**config.mk**
```make
export PLATFORM = sky130hd
export DESIGN_NAME = gpio_in_debounce
export DESIGN_NICKNAME = d
export VERILOG_FILES = /design/src/rtl/gpio_in_debounce.sv
export SDC_FILE = /design/constraint.sdc
export NUM_CORES = 1
export LEC_CHECK = 0
export CORE_MARGIN = 2
export CORE_UTILIZATION = 40
export CTS_CLUSTER_DIAMETER = 100
export DETAILED_ROUTE_END_ITERATION = 10
export GPL_ROUTABILITY_DRIVEN = 0
export SETUP_SLACK_MARGIN = 0.4
export SLEW_MARGIN = 20
export SYNTH_ARGS = -nofsm -noshare
export SYNTH_HDL_FRONTEND = slang
export SYNTH_SLANG_ARGS = --single-unit
```
**constraint.sdc**
```tcl
create_clock -name clk -period 2.15 [get_ports clk]
set_input_delay 0.43 -clock clk [delete_from_list [all_inputs] [get_ports clk]]
set_output_delay 0.43 -clock clk [all_outputs]
set_load 0.005 [all_outputs]
```
**src/rtl/gpio_in_debounce.sv**
```systemverilog
// GPIO input conditioner: 2-flop synchronizer, debounce FSM, edge pulses
// and a saturating rising-edge event counter.
module gpio_in_debounce #(
    parameter int unsigned DEBOUNCE_CYCLES = 16,
    parameter int unsigned CNT_W           = 8
) (
    input  logic             clk,
    input  logic             rst_n,
    input  logic             in_raw,
    input  logic             enable,
    input  logic             clr_cnt,
    output logic             level,
    output logic             rise_pulse,
    output logic             fall_pulse,
    output logic [CNT_W-1:0] edge_cnt,
    output logic             cnt_ovf
);

    localparam int unsigned STAB_W =
        (DEBOUNCE_CYCLES > 1) ? $clog2(DEBOUNCE_CYCLES) : 1;
    localparam logic [STAB_W-1:0] STAB_LAST = STAB_W'(DEBOUNCE_CYCLES - 1);

    typedef enum logic [1:0] {
        IDLE_LO,
        WAIT_HI,
        IDLE_HI,
        WAIT_LO
    } state_e;

    logic              s1_d, s1_q;
    logic              s2_d, s2_q;
    state_e            state_d, state_q;
    logic [STAB_W-1:0] stab_d, stab_q;
    logic              level_d, level_q;
    logic              rise_d, rise_q;
    logic              fall_d, fall_q;
    logic [CNT_W-1:0]  ecnt_d, ecnt_q;
    logic              ovf_d, ovf_q;

    // The synchronizer keeps running while disabled so re-enabling
    // sees a settled pad value.
    always_comb begin
        s1_d = in_raw;
        s2_d = s1_q;
    end

    always_comb begin
        state_d = state_q;
        stab_d  = stab_q;
        rise_d  = 1'b0;
        fall_d  = 1'b0;
        unique case (state_q)
            IDLE_LO: begin
                if (enable && s2_q) begin
                    state_d = WAIT_HI;
                    stab_d  = '0;
                end
            end
            WAIT_HI: begin
                if (!enable || !s2_q) begin
                    state_d = IDLE_LO;
                    stab_d  = '0;
                end else if (stab_q == STAB_LAST) begin
                    state_d = IDLE_HI;
                    stab_d  = '0;
                    rise_d  = 1'b1;
                end else begin
                    stab_d = stab_q + STAB_W'(1);
                end
            end
            IDLE_HI: begin
                if (enable && !s2_q) begin
                    state_d = WAIT_LO;
                    stab_d  = '0;
                end
            end
            WAIT_LO: begin
                if (!enable || s2_q) begin
                    state_d = IDLE_HI;
                    stab_d  = '0;
                end else if (stab_q == STAB_LAST) begin
                    state_d = IDLE_LO;
                    stab_d  = '0;
                    fall_d  = 1'b1;
                end else begin
                    stab_d = stab_q + STAB_W'(1);
                end
            end
            default: begin
                state_d = IDLE_LO;
                stab_d  = '0;
            end
        endcase
        level_d = (state_d == IDLE_HI) || (state_d == WAIT_LO);
    end

    // A clear wins over a coincident rise; that rise is dropped.
    always_comb begin
        ecnt_d = ecnt_q;
        ovf_d  = ovf_q;
        if (clr_cnt) begin
            ecnt_d = '0;
            ovf_d  = 1'b0;
        end else if (rise_d) begin
            if (ecnt_q == '1) begin
                ovf_d = 1'b1;
            end else begin
                ecnt_d = ecnt_q + CNT_W'(1);
            end
        end
    end

    always_ff @(posedge clk or negedge rst_n) begin
        if (!rst_n) begin
            s1_q    <= 1'b0;
            s2_q    <= 1'b0;
            state_q <= IDLE_LO;
            stab_q  <= '0;
            level_q <= 1'b0;
            rise_q  <= 1'b0;
            fall_q  <= 1'b0;
            ecnt_q  <= '0;
            ovf_q   <= 1'b0;
        end else begin
            s1_q    <= s1_d;
            s2_q    <= s2_d;
            state_q <= state_d;
            stab_q  <= stab_d;
            level_q <= level_d;
            rise_q  <= rise_d;
            fall_q  <= fall_d;
            ecnt_q  <= ecnt_d;
            ovf_q   <= ovf_d;
        end
    end

    assign level      = level_q;
    assign rise_pulse = rise_q;
    assign fall_pulse = fall_q;
    assign edge_cnt   = ecnt_q;
    assign cnt_ovf    = ovf_q;

endmodule
```
Word-level counts from Yosys, hierarchy flattened
Cells that the tools add are included.
- bits in registers: 20
- bits of input ports: 5
- add/sub/neg operators: 2
- eq/ne operators: 10
- muxes and demuxes: 24
- reduce and logical (&&, ||, !) cells: 13
- operators with widths (operator ; count):
    8-bit 2-to-1 mux ; 3
    4-bit 2-to-1 mux ; 5
    4-bit case mux with 4 select lines ; 1
    2-bit 2-to-1 mux ; 6
    8-bit by 1-bit adder with 8-bit output, second input constant ; 1
    2-bit == test, second input constant ; 4
    8-bit == test, second input constant ; 1
    1-bit 2-to-1 mux ; 8
    2-bit case mux with 4 select lines ; 1
    2-bit != test, second input constant ; 3
    2-bit AND reduction ; 3
    4-bit by 1-bit adder with 4-bit output, second input constant ; 1
    4-bit == test, second input constant ; 1
    2-bit nonzero test ; 2
    1-bit logical OR ; 3
    2-bit by 1-bit == test with 1-bit output, second input constant ; 1
    1-bit logical AND ; 2
    1-bit zero test ; 2
    2-bit zero test ; 1

Logic depth before layout (Yosys ltp)
Gate-level depths: netlist of run 1.
- depth after elaboration: 6
- mapped depth: 7
- depth with buffers taken out: 6

Worst setup path after synthesis of run 1
OpenSTA, ideal clock, no wires.
- path kind: register to register
- start point: reg stab_q[0]
- end point: reg ecnt_q[3], in the netlist edge_cnt[3]
- arrival: 1.702 ns
- slack: 0.370 ns
- cell stages (with the launch flop): 7
- buffers on the path: 1
- period minus slack after synthesis: 1.780 ns
- cell sequence: dfrtp_1 ha_1 nand4_1 or2_1 buf_6 or4_1 a21oi_1
- word-level cells in the longest chain between the ends: 6
- ends and longest elaborated chain (what ; line ; text):
    from (decl) ; 33 ; logic [STAB_W-1:0] stab_d, stab_q;
    from (signal assigned) ; 128 ; stab_q <= stab_d;
    4-bit == test ; 63 ; end else if (stab_q == STAB_LAST) begin
    1-bit 2-to-1 mux ; 63 ;
    1-bit 2-to-1 mux ; 60 ; if (!enable || !s2_q) begin
    1-bit 2-to-1 mux ; 52 ; unique case (state_q)
    2-bit nonzero test (no line) ; - ;
    2-bit AND reduction (no line) ; - ;
    to (signal assigned) ; 132 ; ecnt_q <= ecnt_d;
    to (decl) ; 37 ; logic [CNT_W-1:0] ecnt_d, ecnt_q;
Every way passes these cells.
A chain may end at the register's enable or synchronous reset.

Worst setup path in the final report of run 1
- start point: reg ecnt_q[5], in the netlist edge_cnt[5]
- end point: out edge_cnt[5]
- RTL lines (what ; line ; text):
    to (decl) ; 15 ; output logic [CNT_W-1:0] edge_cnt,
No word-level cell between the ends.

==> qor.txt, run 1 <==
cells after synthesis: 95
Slew Viols, Final: 0
Max FO, Critical Path: 6
Worst Path Class, Setup: flip-flop to primary output
WP data required: 1.72 ns
Reg clk slew, reported paths: 0.12 ns
Pleak: 0.592 nW
Worst slew margin: 0.726
clk_skew: 0.00221 ns
top sig layer: met4
met3 WL: 80 um
CTS sink cnt: 20
total gr overflow: 0
n_diodes: 0
Layout area overhead: 36.5%
worst path bufs/invs: 1
Clock Latency Late Sink: 0.30 ns
Root Buffer: clkbuf_4
CTS max path bufs: 2
leading area contributor after synthesis: dfrtp_1
multiplexer share of the synthesized area: 0.0234
I/O pins: 17
Post-Synth Adder-Cell Area: 0.0260
vias per cell: 5.52
die area: 2810 sq um
drt pass-1 iters: 4
standard-cell rows: 17
minimum clock period: 1.71 ns
syn_nets: 102
hold-critical path depth: 0
largest family of logic cells by synthesized area: simple AND/OR/NAND/NOR gates
Die Wd: 53.0 um
Total Power: 0.639 mW
met1 WL: 1040 um
Yosys warnings: 0
WP depth: 1
worst hold path class: flip-flop to flip-flop
Synth top area share: 0.520
share of cells above drive strength 1: 0.242
family with the most delay on the worst path: buffers and inverters
first-pass GRT wire length: 3550 um
r2r worst-path depth: 6
Slew @ Worst Pin: 0.410 ns
TritonCTS buffer count: 3
initial antenna violation count: 0
Setup-failing EPs final: 0
Worst EP arrival: 1.28 ns
post-route ant nets: 0
initial core utilization: 0.431
DR iter-0 viols: 9
DIE HEIGHT: 53.0 um
Synth Area in XOR/XNOR: 0.0182
via count: 861
clock tree from TritonCTS: built
Final period util: 0.797
Pwr per Cell Area: 487 nW/um^2
Synth Area in Compound Gates: 0.170
count of max-cap constraint violations: 0
synthesized area: 962 sq um
endpoint class of the critical path: primary output
overall routing resource usage: 0.170
port bufs: 16
sequential area share after synthesis: 0.520
R2R Path End: edge_cnt[5]
WL per Instance: 13.6 um
simple-gate share of the synthesized area: 0.195
fmax: 584 MHz
crit start category: flip-flop
setup tns final: 0 ns
Max stage delay on crit path: 0.54 ns
flop-to-flop setup slack: 0.45 ns
Cell Chain, Critical Path: clkdlybuf4s50_1
hold buffers post-CTS: 0
Synth cell types: 31
unrepaired setup endpoints after global routing: yes
final hold violation count: 0
status: finished, final reports clean
H-tree levels: 1
Worst R2R Start: edge_cnt[0]
DP HPWL: 1370 um
Residual DRC: 0
worst vdd ir: 0.000370 V
Avg Cell Area, Syn: 10.1 sq um
synth top area cells: dfrtp_1, nand2_1, a21oi_1, a41o_1, inv_1
core area: 2230 sq um
length of routed met2 wiring: 977 um
Critical Path End: edge_cnt[5]
Synth Register Bits: 20
Worst Setup SP: edge_cnt[5]
final net count: 136
crit path max-delay cell type: clkdlybuf4s50_1
vias in the first global route: 821
DRT Wirelength: 2110 um
pin count of the biggest net entering global routing: 21
==> synthesized netlist by cell type (all sizes together) <==
master and number:
o31ai 1, or4 2, and4 1, nand3b 2
a31oi 1, a41o 3, nor3 3, or2 1
o41ai 2, dfrtp 20, a311oi 2, buf 1
or4b 1, ha 2, nand2 11, inv 8
o2bb2ai 1, clkbuf 1, or3 1, a31o 1
nand4 2, mux2 2, nor2 5, nand3 3
nor4b 1, a21oi 7, nor3b 1, o22ai 2
and3 1, o21ai 4, xor2 2
==> repair_timing <==
action / 4_1_cts / 5_1_grt
setup buffers: 5 / 6
pin swaps: 2 / 4
setup endpoints to repair: 5 / 13
gates resized for setup: 4 / 6
==> layout by cell type (no fill, tap or decap), drive strengths merged, types with 2 or more instances in the layout <==
| cell type | n |
|---|---|
| clkbuf | 4 |
| ha | 2 |
| o22ai | 2 |
| dfrtp | 20 |
| a21oi | 7 |
| xor2 | 2 |
| nor3 | 3 |
| inv | 8 |
| o21ai | 4 |
| nand2 | 11 |
| or4 | 2 |
| clkdlybuf4s50 | 15 |
| o41ai | 2 |
| buf | 15 |
| nand3 | 3 |
| mux2 | 2 |
| nand4 | 2 |
| nor2 | 5 |
| a311oi | 2 |
| nand3b | 2 |
| a41o | 3 |
==> layout make-up <==
cell class / count / area [sq um]
multi-input combinational: 65 / 435
timing repair buffer: 31 / 273
tap: 28 / 35.0
clock buffer: 4 / 36.3
inverter: 8 / 30.0
fill: 198 / 920
sequential: 20 / 504
==> metal layers <==
layer  track usage  vias up
li1              -      418
met1         0.230      415
met2         0.285       26
met3        0.0198        2
met4        0.0513        0
met5             0        -
==> stage by stage <==
step                instance area, sq um  setup WS [ns]  instances  utilization  hold WS (ns)
CTS                                 1260          0.410        150        0.563         0.363
detailed placement                  1170       0.000303        141        0.526         0.336
global route                        1310          0.366        156        0.588         0.371
floorplan                            965          0.401         95            -         0.134
global placement                    1170         0.0446        141        0.526         0.333
finish                              1310          0.436        156        0.588         0.361
==> how the worst min path moves through the flow <==
stage / end / start / slack, ns
2_1_floorplan: cnt_ovf / rst_n / 0.13
3_3_place_gp: s2_q / s1_q / 0.33
3_5_place_dp: s2_q / s1_q / 0.34
4_1_cts: s2_q / s1_q / 0.36
5_1_grt: s2_q / s1_q / 0.37
6_report: s2_q / s1_q / 0.36
==> cells by family (layout without fill, tap and decap cells) <==
logic type	count (synthesis)	count (layout)
XOR/XNOR	2	2
buffers and inverters	10	43
AO/OA/AOI/OAI	24	24
multiplexers	2	2
adder cells (fa/ha/maj)	2	2
AND/OR/NAND/NOR	35	35
flip-flops	20	20
==> sequential cells by signal, indices dropped and copies added (netlist names) <==
signal	cells
edge_cnt	8
stab_q	4
state_q	2
cnt_ovf	1
fall_pulse	1
level	1
rise_pulse	1
s1_q	1
s2_q	1
==> power by group <==
group          internal (mW)  total [mW]  leakage (nW)  switching (mW)
Sequential             0.381       0.385         0.268         0.00439
Combinational         0.0144      0.0335         0.303          0.0191
Clock                  0.103       0.221        0.0210           0.118
Total                  0.498       0.639         0.592           0.141
Note: power is estimated with default switching activity, not from simulation.
==> run 2: changes to the inputs <==
- PLACE_DENSITY: not set -> 0.66
- clock period: 2.15 -> 1.4 ns (I/O delays scaled with it)
==> run 2 against run 1 <==
The flow now finishes with violations (setup timing). Flip-flop and latch count did not move. Register-to-register slack worse by 0.82 ns. Routed wire length rose by 39%. Total power up 62%. Cell count grew 15%. Clock skew up 0.0023 ns. Worst setup slack lost 0.80 ns. Clock power increased by 62%. Non-clock buffer count increased by 23. Worst hold slack got worse by 0.071 ns. Sequential power increased by 53%. Critical path type is now flip-flop to flip-flop.
==> qor.txt, run 2 (same netlist as run 1, synthesis figures left out) <==
status: finished with violations
failing checks: setup timing
CTS max path bufs: 2
Pwr per Cell Area: 636 nW/um^2
Worst R2R Start: stab_q[1]
Root Buffer: clkbuf_4
DRT Wirelength: 2950 um
final net count: 159
Layout area overhead: 69.8%
Final period util: 1.26
Setup-failing EPs final: 15
Slew @ Worst Pin: 0.426 ns
H-tree levels: 1
drt pass-1 iters: 4
crit path max-delay cell type: or4b_4
pin count of the biggest net entering global routing: 21
n_diodes: 0
post-route worst setup slack: -0.365 ns
Max stage delay on crit path: 0.52 ns
max reg flops: 8
flop-to-flop setup slack: -0.37 ns
vias in the first global route: 985
port bufs: 16
clock tree from TritonCTS: built
setup tns final: -2.84 ns
endpoint class of the critical path: flip-flop
total gr overflow: 0
R2R Path End: edge_cnt[5]
WL per Instance: 16.5 um
count of max-cap constraint violations: 0
initial antenna violation count: 0
initial core utilization: 0.431
clk_skew: 0.00450 ns
Critical Path End: edge_cnt[5]
worst path bufs/invs: 0
I/O pins: 17
Worst Path Class, Setup: flip-flop to flip-flop
Die Wd: 53.0 um
vias per cell: 5.55
worst vdd ir: 0.000795 V
Worst slew margin: 0.713
Cell Chain, Critical Path: ha_4 -> nand4_1 -> or2_4 -> or4b_4 -> a21oi_2
family with the most delay on the worst path: simple AND/OR/NAND/NOR gates
DP HPWL: 1740 um
Max FO, Critical Path: 9
Worst Setup SP: stab_q[1]
share of cells above drive strength 1: 0.543
fillcell total: 150
via count: 993
overall routing resource usage: 0.235
fmax: 567 MHz
WP depth: 5
final core utilization: 0.732
TritonCTS buffer count: 3
CTS sink cnt: 20
final hold violation count: 0
first-pass GRT wire length: 4550 um
worst hold path class: input pin to async pin
r2r worst-path depth: 5
unrepaired setup endpoints after global routing: yes
WP data required: 1.66 ns
Reg clk slew, reported paths: 0.12 ns
Residual DRC: 0
standard-cell rows: 17
DR iter-0 viols: 17
commonest cells after routing, fill and taps aside: buf_4, dfrtp_1, buf_6
core area: 2230 sq um
Pleak: 0.795 nW
commonest non-fill, non-tap cell in the layout: buf_4
DIE HEIGHT: 53.0 um
minimum clock period: 1.77 ns
Worst EP arrival: 2.03 ns
Slew Viols, Final: 0
crit start category: flip-flop
Clock Latency Late Sink: 0.32 ns
die area: 2810 sq um
post-route ant nets: 0
==> run 2: cell count changes in the layout (fill, tap and decap cells not counted), moves of 4 or more <==
| cell | before | now |
|---|---|---|
| buf_2 | 1 | 7 |
| buf_4 | 14 | 25 |
| buf_6 | 0 | 18 |
| clkdlybuf4s50_1 | 15 | 4 |
| nand2_1 | 10 | 6 |
==> run 2: metal layers <==
layer	up-vias	global-route usage	share of wire
li1	464	-	-
met1	475	0.281	0.40
met2	35	0.383	0.51
met3	19	0.0452	0.047
met4	0	0.154	0.045
met5	-	0	0
==> run 2: worst register-to-register path, delay by kind of cell, from the launching register on <==
family,cells,cell delay [ns]
AO/OA/AOI/OAI,1,0.12
flip-flops,1,0.43
AND/OR/NAND/NOR,3,1.00
adder cells (fa/ha/maj),1,0.16
==> run 2: worst min path at each step <==
stage / end / start / slack (ns)
2_1_floorplan: cnt_ovf / rst_n / -0.02
3_3_place_gp: s2_q / s1_q / 0.35
3_5_place_dp: s2_q / s1_q / 0.34
4_1_cts: stab_q[2] / rst_n / 0.31
5_1_grt: stab_q[2] / rst_n / 0.31
6_report: edge_cnt[7] / rst_n / 0.29
==> run 2: stage by stage <==
step	area (sq um)	setup slack (ns)	hold WS, ns	power [mW]	instances
6_report	1630	-0.365	0.290	1.04	179
5_1_grt	1630	-0.408	0.305	1.07	179
4_1_cts	1540	-0.278	0.315	1.02	175
3_5_place_dp	1370	-0.573	0.339	0.670	163
3_3_place_gp	1370	-0.537	0.346	0.668	163
2_1_floorplan	990	-0.299	-0.0156	0.623	95
==> run 2: what timing repair did <==
| item | CTS | global route |
|---|---|---|
| pin swaps | 9 | 12 |
| buffers inserted | 8 | 4 |
| hold buffers | 0 | 0 |
| endpoints found under the setup margin | 30 | 30 |
| resized for setup | 80 | 13 |
==> run 2: cell type report <==
class | count | area (sq um) | share of cell area
flip-flops and latches | 20 | 500 | 0.306
repair buffers | 54 | 465 | 0.285
clock buffers | 4 | 36.3 | 0.0222
well taps | 28 | 35.0 | 0.0214
inverters | 8 | 30.0 | 0.0184
multi-input cells | 65 | 567 | 0.347
==> run 2: report_power, final <==
part	internal (mW)	total [mW]	switching (mW)
registers	0.585	0.590	0.00562
clock network	0.159	0.359	0.200
logic	0.0386	0.0893	0.0507
total	0.783	1.04	0.256
